==> config.mk <==
export PLATFORM = sky130hd
export DESIGN_NAME = mux_sel_pipe
export DESIGN_NICKNAME = d
export VERILOG_FILES = /design/src/rtl/mux_sel_pipe.sv
export SDC_FILE = /design/constraint.sdc
export NUM_CORES = 1
export LEC_CHECK = 0
export ABC_AREA = 1
export CORE_UTILIZATION = 43
export CTS_BUF_LIST = sky130_fd_sc_hd__clkbuf_8
export DETAILED_ROUTE_END_ITERATION = 16
export GPL_ROUTABILITY_DRIVEN = 1
export MAX_ROUTING_LAYER = met4
export PLACE_DENSITY = 0.83
export SLEW_MARGIN = 20
export SYNTH_ARGS = -nofsm -noshare
export SYNTH_HDL_FRONTEND = slang
export SYNTH_SLANG_ARGS = --single-unit
==> constraint.sdc <==
create_clock -name clk -period 1.7 [get_ports clk]
set_input_delay 0.255 -clock clk [delete_from_list [all_inputs] [get_ports clk]]
set_output_delay 0.255 -clock clk [all_outputs]
set_load 0.01 [all_outputs]
==> src/rtl/mux_sel_pipe.sv <==
// N-way WIDTH-bit selector feeding a registered valid/ready output stage with a 2-entry skid buffer.
// Optional macro MUX_SEL_PIPE_SEL_ERR_EN: out-of-range selects produce a zero word flagged by sel_err.
module mux_sel_pipe #(
    parameter  int WIDTH  = 32,
    parameter  int NUM_IN = 4,
    localparam int SEL_W  = $clog2(NUM_IN)
) (
    input  logic                    clk,
    input  logic                    rst,
    input  logic [NUM_IN*WIDTH-1:0] in_data,
    input  logic [SEL_W-1:0]        sel,
    input  logic                    in_valid,
    output logic                    in_ready,
    output logic [WIDTH-1:0]        out_data,
    output logic                    out_valid,
    input  logic                    out_ready,
    output logic                    sel_err
);

    logic [NUM_IN-1:0] hit;
    logic [WIDTH-1:0]  word [NUM_IN];
    logic [WIDTH-1:0]  sel_word;
    logic [WIDTH-1:0]  new_data;

    genvar gi;
    generate
        for (gi = 0; gi < NUM_IN; gi++) begin : g_in
            assign hit[gi]  = (sel == SEL_W'(gi));
            assign word[gi] = in_data[gi*WIDTH +: WIDTH];
        end
    endgenerate

    // Priority chain; an unmatched select falls through to the last input.
    always_comb begin
        sel_word = word[NUM_IN-1];
        for (int k = 0; k < NUM_IN; k++) begin
            if (hit[k]) sel_word = word[k];
        end
    end

    logic main_valid_reg, skid_valid_reg;
    logic [WIDTH-1:0] main_data_reg, skid_data_reg;
    logic accept, take;
    logic main_load_new, main_load_skid, skid_load;

    assign accept = in_valid & in_ready;
    assign take   = main_valid_reg & out_ready;

    // While the skid holds a word in_ready is low, so accept and skid drain never coincide.
    always_comb begin
        main_load_new  = 1'b0;
        main_load_skid = 1'b0;
        skid_load      = 1'b0;
        if (skid_valid_reg) begin
            main_load_skid = take;
        end else if (accept) begin
            if (!main_valid_reg || take) main_load_new = 1'b1;
            else                         skid_load     = 1'b1;
        end
    end

    always_ff @(posedge clk) begin
        if (rst) begin
            main_valid_reg <= 1'b0;
            skid_valid_reg <= 1'b0;
            main_data_reg  <= '0;
            skid_data_reg  <= '0;
        end else begin
            if (main_load_new) begin
                main_data_reg  <= new_data;
                main_valid_reg <= 1'b1;
            end else if (main_load_skid) begin
                main_data_reg  <= skid_data_reg;
            end else if (take) begin
                main_valid_reg <= 1'b0;
            end
            if (skid_load) begin
                skid_data_reg  <= new_data;
                skid_valid_reg <= 1'b1;
            end else if (main_load_skid) begin
                skid_valid_reg <= 1'b0;
            end
        end
    end

`ifdef MUX_SEL_PIPE_SEL_ERR_EN
    logic sel_bad;
    logic main_err_reg, skid_err_reg;

    assign sel_bad  = ~|hit;
    assign new_data = sel_bad ? '0 : sel_word;

    // The error flag rides alongside its word through both registers.
    always_ff @(posedge clk) begin
        if (rst) begin
            main_err_reg <= 1'b0;
            skid_err_reg <= 1'b0;
        end else begin
            if (main_load_new)       main_err_reg <= sel_bad;
            else if (main_load_skid) main_err_reg <= skid_err_reg;
            if (skid_load)           skid_err_reg <= sel_bad;
        end
    end

    assign sel_err = main_err_reg;
`else
    assign new_data = sel_word;
    assign sel_err  = 1'b0;
`endif

    assign in_ready  = ~skid_valid_reg;
    assign out_valid = main_valid_reg;
    assign out_data  = main_data_reg;

endmodule

Word-level counts from Yosys, hierarchy flattened --
Index checks and enable logic that the tools add are counted.
Word-level totals: register bits after elaboration 66, output and inout bits 35, logic and storage cells 36
Cells by class: equal/unequal tests 4, mux-type cells 18, bitwise logic cells 3, reduce and logical (&&, ||, !) cells 7
Operators with widths (number):
- $mux 32 | 6
- $mux 1 | 12
- $reduce_bool 2->1 | 3
- $eq 2x2->1 const B | 2
- $and 1x1->1 | 2
- $eq 2x1->1 const B | 1
- $logic_not 2->1 | 1
- $ne 2x2->1 const B | 1
- $reduce_and 2->1 | 1
- $logic_not 1->1 | 1
- $logic_or 1x1->1 | 1
- $not 1->1 | 1

Depth between registers and ports, before layout --
depth after elaboration 7, mapped depth 9

Worst setup path before layout --
No wires, ideal clock.
kind reg2reg, start point register main_valid_reg (netlist: out_valid), end point register main_data_reg[24] (netlist: out_data[24]), setup time 128 ps, arrival 1221 ps, data required time 1572 ps, setup slack 351 ps, stages on the path, launching flop included 9, buffers on the path 1, path through dfxtp_1 > nand2_1 > nor2_2 > inv_1 > clkbuf_1 > nand3_1 > nand2_1 > a21oi_1 > nor2_1
Between the ends: word-level cells in the longest chain between the ends 6
RTL lines:
- start, declared | RTL line 41 | logic main_valid_reg, skid_valid_reg;
- start signal, assigned | RTL line 64 | main_valid_reg <= 1'b0;
- start signal, assigned | RTL line 71 | main_valid_reg <= 1'b1;
- start signal, assigned | RTL line 75 | main_valid_reg <= 1'b0;
- $and 1x1->1 / $logic_not 1->1 (equally long branches) | RTL line 47, 57
- $logic_or 1x1->1 | RTL line 57 | if (!main_valid_reg || take) main_load_new = 1'b1;
- $mux 1 | RTL line 57
- $mux 1 | RTL line 56 | end else if (accept) begin
- $mux 1 | RTL line 54 | if (skid_valid_reg) begin
- $mux 32 / $reduce_bool 2->1 (equally long branches)
- end signal, assigned | RTL line 70 | main_data_reg <= new_data;
- end signal, assigned | RTL line 73 | main_data_reg <= skid_data_reg;
- end, declared | RTL line 42 | logic [WIDTH-1:0] main_data_reg, skid_data_reg;
Several ways; a longest one is shown, not always the timed one. A chain may end at the register's enable or synchronous reset.

Worst setup path in the final report --
start point input sel[1], end point register main_data_reg[21] (netlist: out_data[21])
Between the ends: word-level cells in the longest chain between the ends 6
RTL lines:
- start, declared | RTL line 11 | input logic [SEL_W-1:0] sel,
- $logic_not 2->1 | RTL line 28 | assign hit[gi] = (sel == SEL_W'(gi));
- $mux 32 (3 in series) | RTL line 37 | if (hit[k]) sel_word = word[k];
- $mux 32 * | RTL line 37
- $mux 32 * | RTL line 69 | if (main_load_new) begin
Every way passes the cells marked *; elsewhere a longest branch is shown, timed or not.

==> impl_results.md <==
- Status: finished clean
- Max Clock Freq: 0.624 GHz
- Sw Ratio: 0.281
- Post-synth cell types: 23
- # Max-Cap Violations: 0
- Placed cell areas: 5610 µm²
- Hold Path Cell Cnt: 2
- First-pass GRT wire length: 20200 µm
- Syn-to-layout area delta: 59.5%
- Setup WS post-layout: between 90 and 100 ps
- Final Slew Violations: 0
- Die height: about 94 µm
- Final net count: 914
- Gpl congestion: 0.922
- Cell Area, Synth: 3640 µm²
- Dominant cell type by area after synthesis: dfxtp_1
- Synth top area share: 0.363
- Syn Area/Cell: 6.01 µm²
- Clock transition at path regs: 70 ps
- Starting Density: 0.443
- Global route overflow: 0
- Sw Pwr: 0.00112 W
- Post-DP HPWL: slightly below 10000 µm
- FP Rows: 33
- Sequential share of the synthesized area: 0.363
- Final period utilization: 0.942
- Core area: 8220 µm²
- Worst Path Max Fanout: 23
- Total Routing Usage GR: 0.302
- Final setup viols: 0
- Vias in the first global route: 4402
- Logic pwr share: 0.276
- Critical path endpoint category: flip-flop
- Largest net degree at the start of global routing: 39
- DRT antenna net count: 0
- Sequential share of power: 0.425
- Final WL: 12500 µm
- IO Count: 169
- Final Hold Viols: 0
- Post-route DRC: 0
- CTS tree: built
- Worst VDD drop: 0.361 mV
- Final Non-Filler Cells: 890
- Hold Path Class: reg -> reg
- Post-CTS Hold Fix Bufs: 0
- Total clock sinks: 66
- Worst EP required: 1970 ps
- Total power: roughly 0.0040 W
- Post-layout min period: 1600 ps
- Full die area: between 8000 and 9000 µm²
- CTS buffer count: 9
- WL per Instance: 14.0 µm
- Clock Tree Buf Depth: 2
- Post-Place Cells: between 800 and 900
- Main area contributors after synthesis: dfxtp_1 (36%), nand2_1 (21%), nor2_1 (11%), nand3_1 (7.3%), o21ai_0 (6.2%)
- Antenna cells: 0
- LEAKAGE: 2.69 nW
- Share of cells above drive strength 1: 0.0752
- RSZ-0062 raised after global routing: no
- DR iter-0 viols: around 230
- Int Power: 0.00288 W
- Fill count: between 700 and 800
- Critical path class: in -> reg
- Slew HR: 0.621
- PortBufs: 167
- Final Skew: ~5.4 ps
- Antenna violations before repair: 0
- Vias after detailed routing: 4556
- Fin util: 0.707
- Worst reg-to-reg path cell count: 7
- PD cells: 690 nW/µm²
- Drt pass-1 iters: 5
- Avg Vias per Cell: 5.12
- Crit start category: primary input
- YS warnings: 0
- Clk pwr share: 0.299
- Die width: 94 µm
- H-Tree Depth: 3
- Worst path arrival time: 1870 ps
- Slew of the pin with the lowest slew margin: 567 ps
- Clk_lat worst skew: roughly 340 ps
- Post-Syn Instances: 606
- Final instance area: 5810 µm²
- Root Driver: clkbuf_8
- Yosys reg bits: 66
- Place WS: -459 ps
- Syn_nets: 740
-- cell usage after synthesis, drive strengths merged --
| library cell | number |
|---|---|
| nand3 | 54 |
| clkinv | 1 |
| nor2 | 109 |
| o21ai | 56 |
| nand4 | 6 |
| a21oi | 31 |
| inv | 40 |
| buf | 22 |
| nand2 | 201 |
| conb | 1 |
| dfxtp | 66 |
| nor3 | 6 |
| clkbuf | 13 |
-- layout make-up --
class	instances	area [µm²]	area share
multi-input cells	464	1990	0.343
repair buffers	198	2020	0.348
clock inverters	4	17.5	0.00302
well taps	105	131	0.0226
flip-flops and latches	66	1320	0.228
clock buffers	12	165	0.0284
inverters	41	156	0.0269
-- timing repair --
item,in CTS,in global routing
setup endpoints to repair,31,22
setup buffers,0,0
gates resized for setup,2,1
pin swaps,0,0
-- critical path: stages --
cell             delay, ps
clkdlybuf4s50_1        540
buf_6                  230
nand2_1                120
inv_4                  170
buf_4                  190
nand2_1                 60
nand4_1                130
a21oi_1                 80
nor2_1                 100
-- routing by layer --
layer  track usage  share of wire
met5             -              0
met2         0.488           0.47
met1         0.376           0.43
met4         0.117          0.029
met3        0.0502          0.069
-- power groups by stage --
stage | Combinational [W] | Sequential [W] | Clock (W)
after floorplan | 0.000424 | 0.00175 | 0
after CTS | 0.00110 | 0.00170 | 0.00121
after global routing | 0.00121 | 0.00171 | 0.00129
final | 0.00111 | 0.00170 | 0.00120
after detailed placement | 0.00110 | 0.00174 | 0
after global placement | 0.00108 | 0.00173 | 0
-- cell usage in the layout (no fill, tap or decap), types with 3 or more instances in the layout --
| cell type | instances |
|---|---|
| o21ai_1 | 11 |
| nor2_4 | 3 |
| a21oi_1 | 31 |
| clkbuf_8 | 12 |
| buf_12 | 9 |
| nand4_1 | 6 |
| nor2_1 | 105 |
| nor3_2 | 4 |
| o21ai_0 | 45 |
| nand2_1 | 200 |
| buf_4 | 21 |
| inv_2 | 3 |
| inv_1 | 38 |
| nand3_1 | 53 |
| dfxtp_1 | 66 |
| clkdlybuf4s50_1 | 167 |
-- cell families after synthesis --
kind of cell	synth area share
and+or+nand+nor	0.426
AOI/OAI and AO/OA	0.120
buffers and inverters	0.0908
DFF	0.363
other	0.00103
-- worst paths after layout --
path	startpoint	to	slack (ps)
worst max-delay path	sel[1]	out_data[21]	100
worst min-delay path	skid_valid_reg	skid_valid_reg	500
worst max register to register	out_valid	out_data[6]	300
worst min register to register	skid_valid_reg	skid_valid_reg	500
-- through the flow --
| stage | setup TNS (ps) | hold WS [ps] |
|---|---|---|
| 2_1_floorplan | 0 | 442 |
| 3_3_place_gp | -18510 | 474 |
| 6_report | 0 | 497 |
| 4_1_cts | 0 | 502 |
| 3_5_place_dp | -21240 | 490 |
| 5_1_grt | 0 | 532 |
Power figures use the tool's default switching activity.
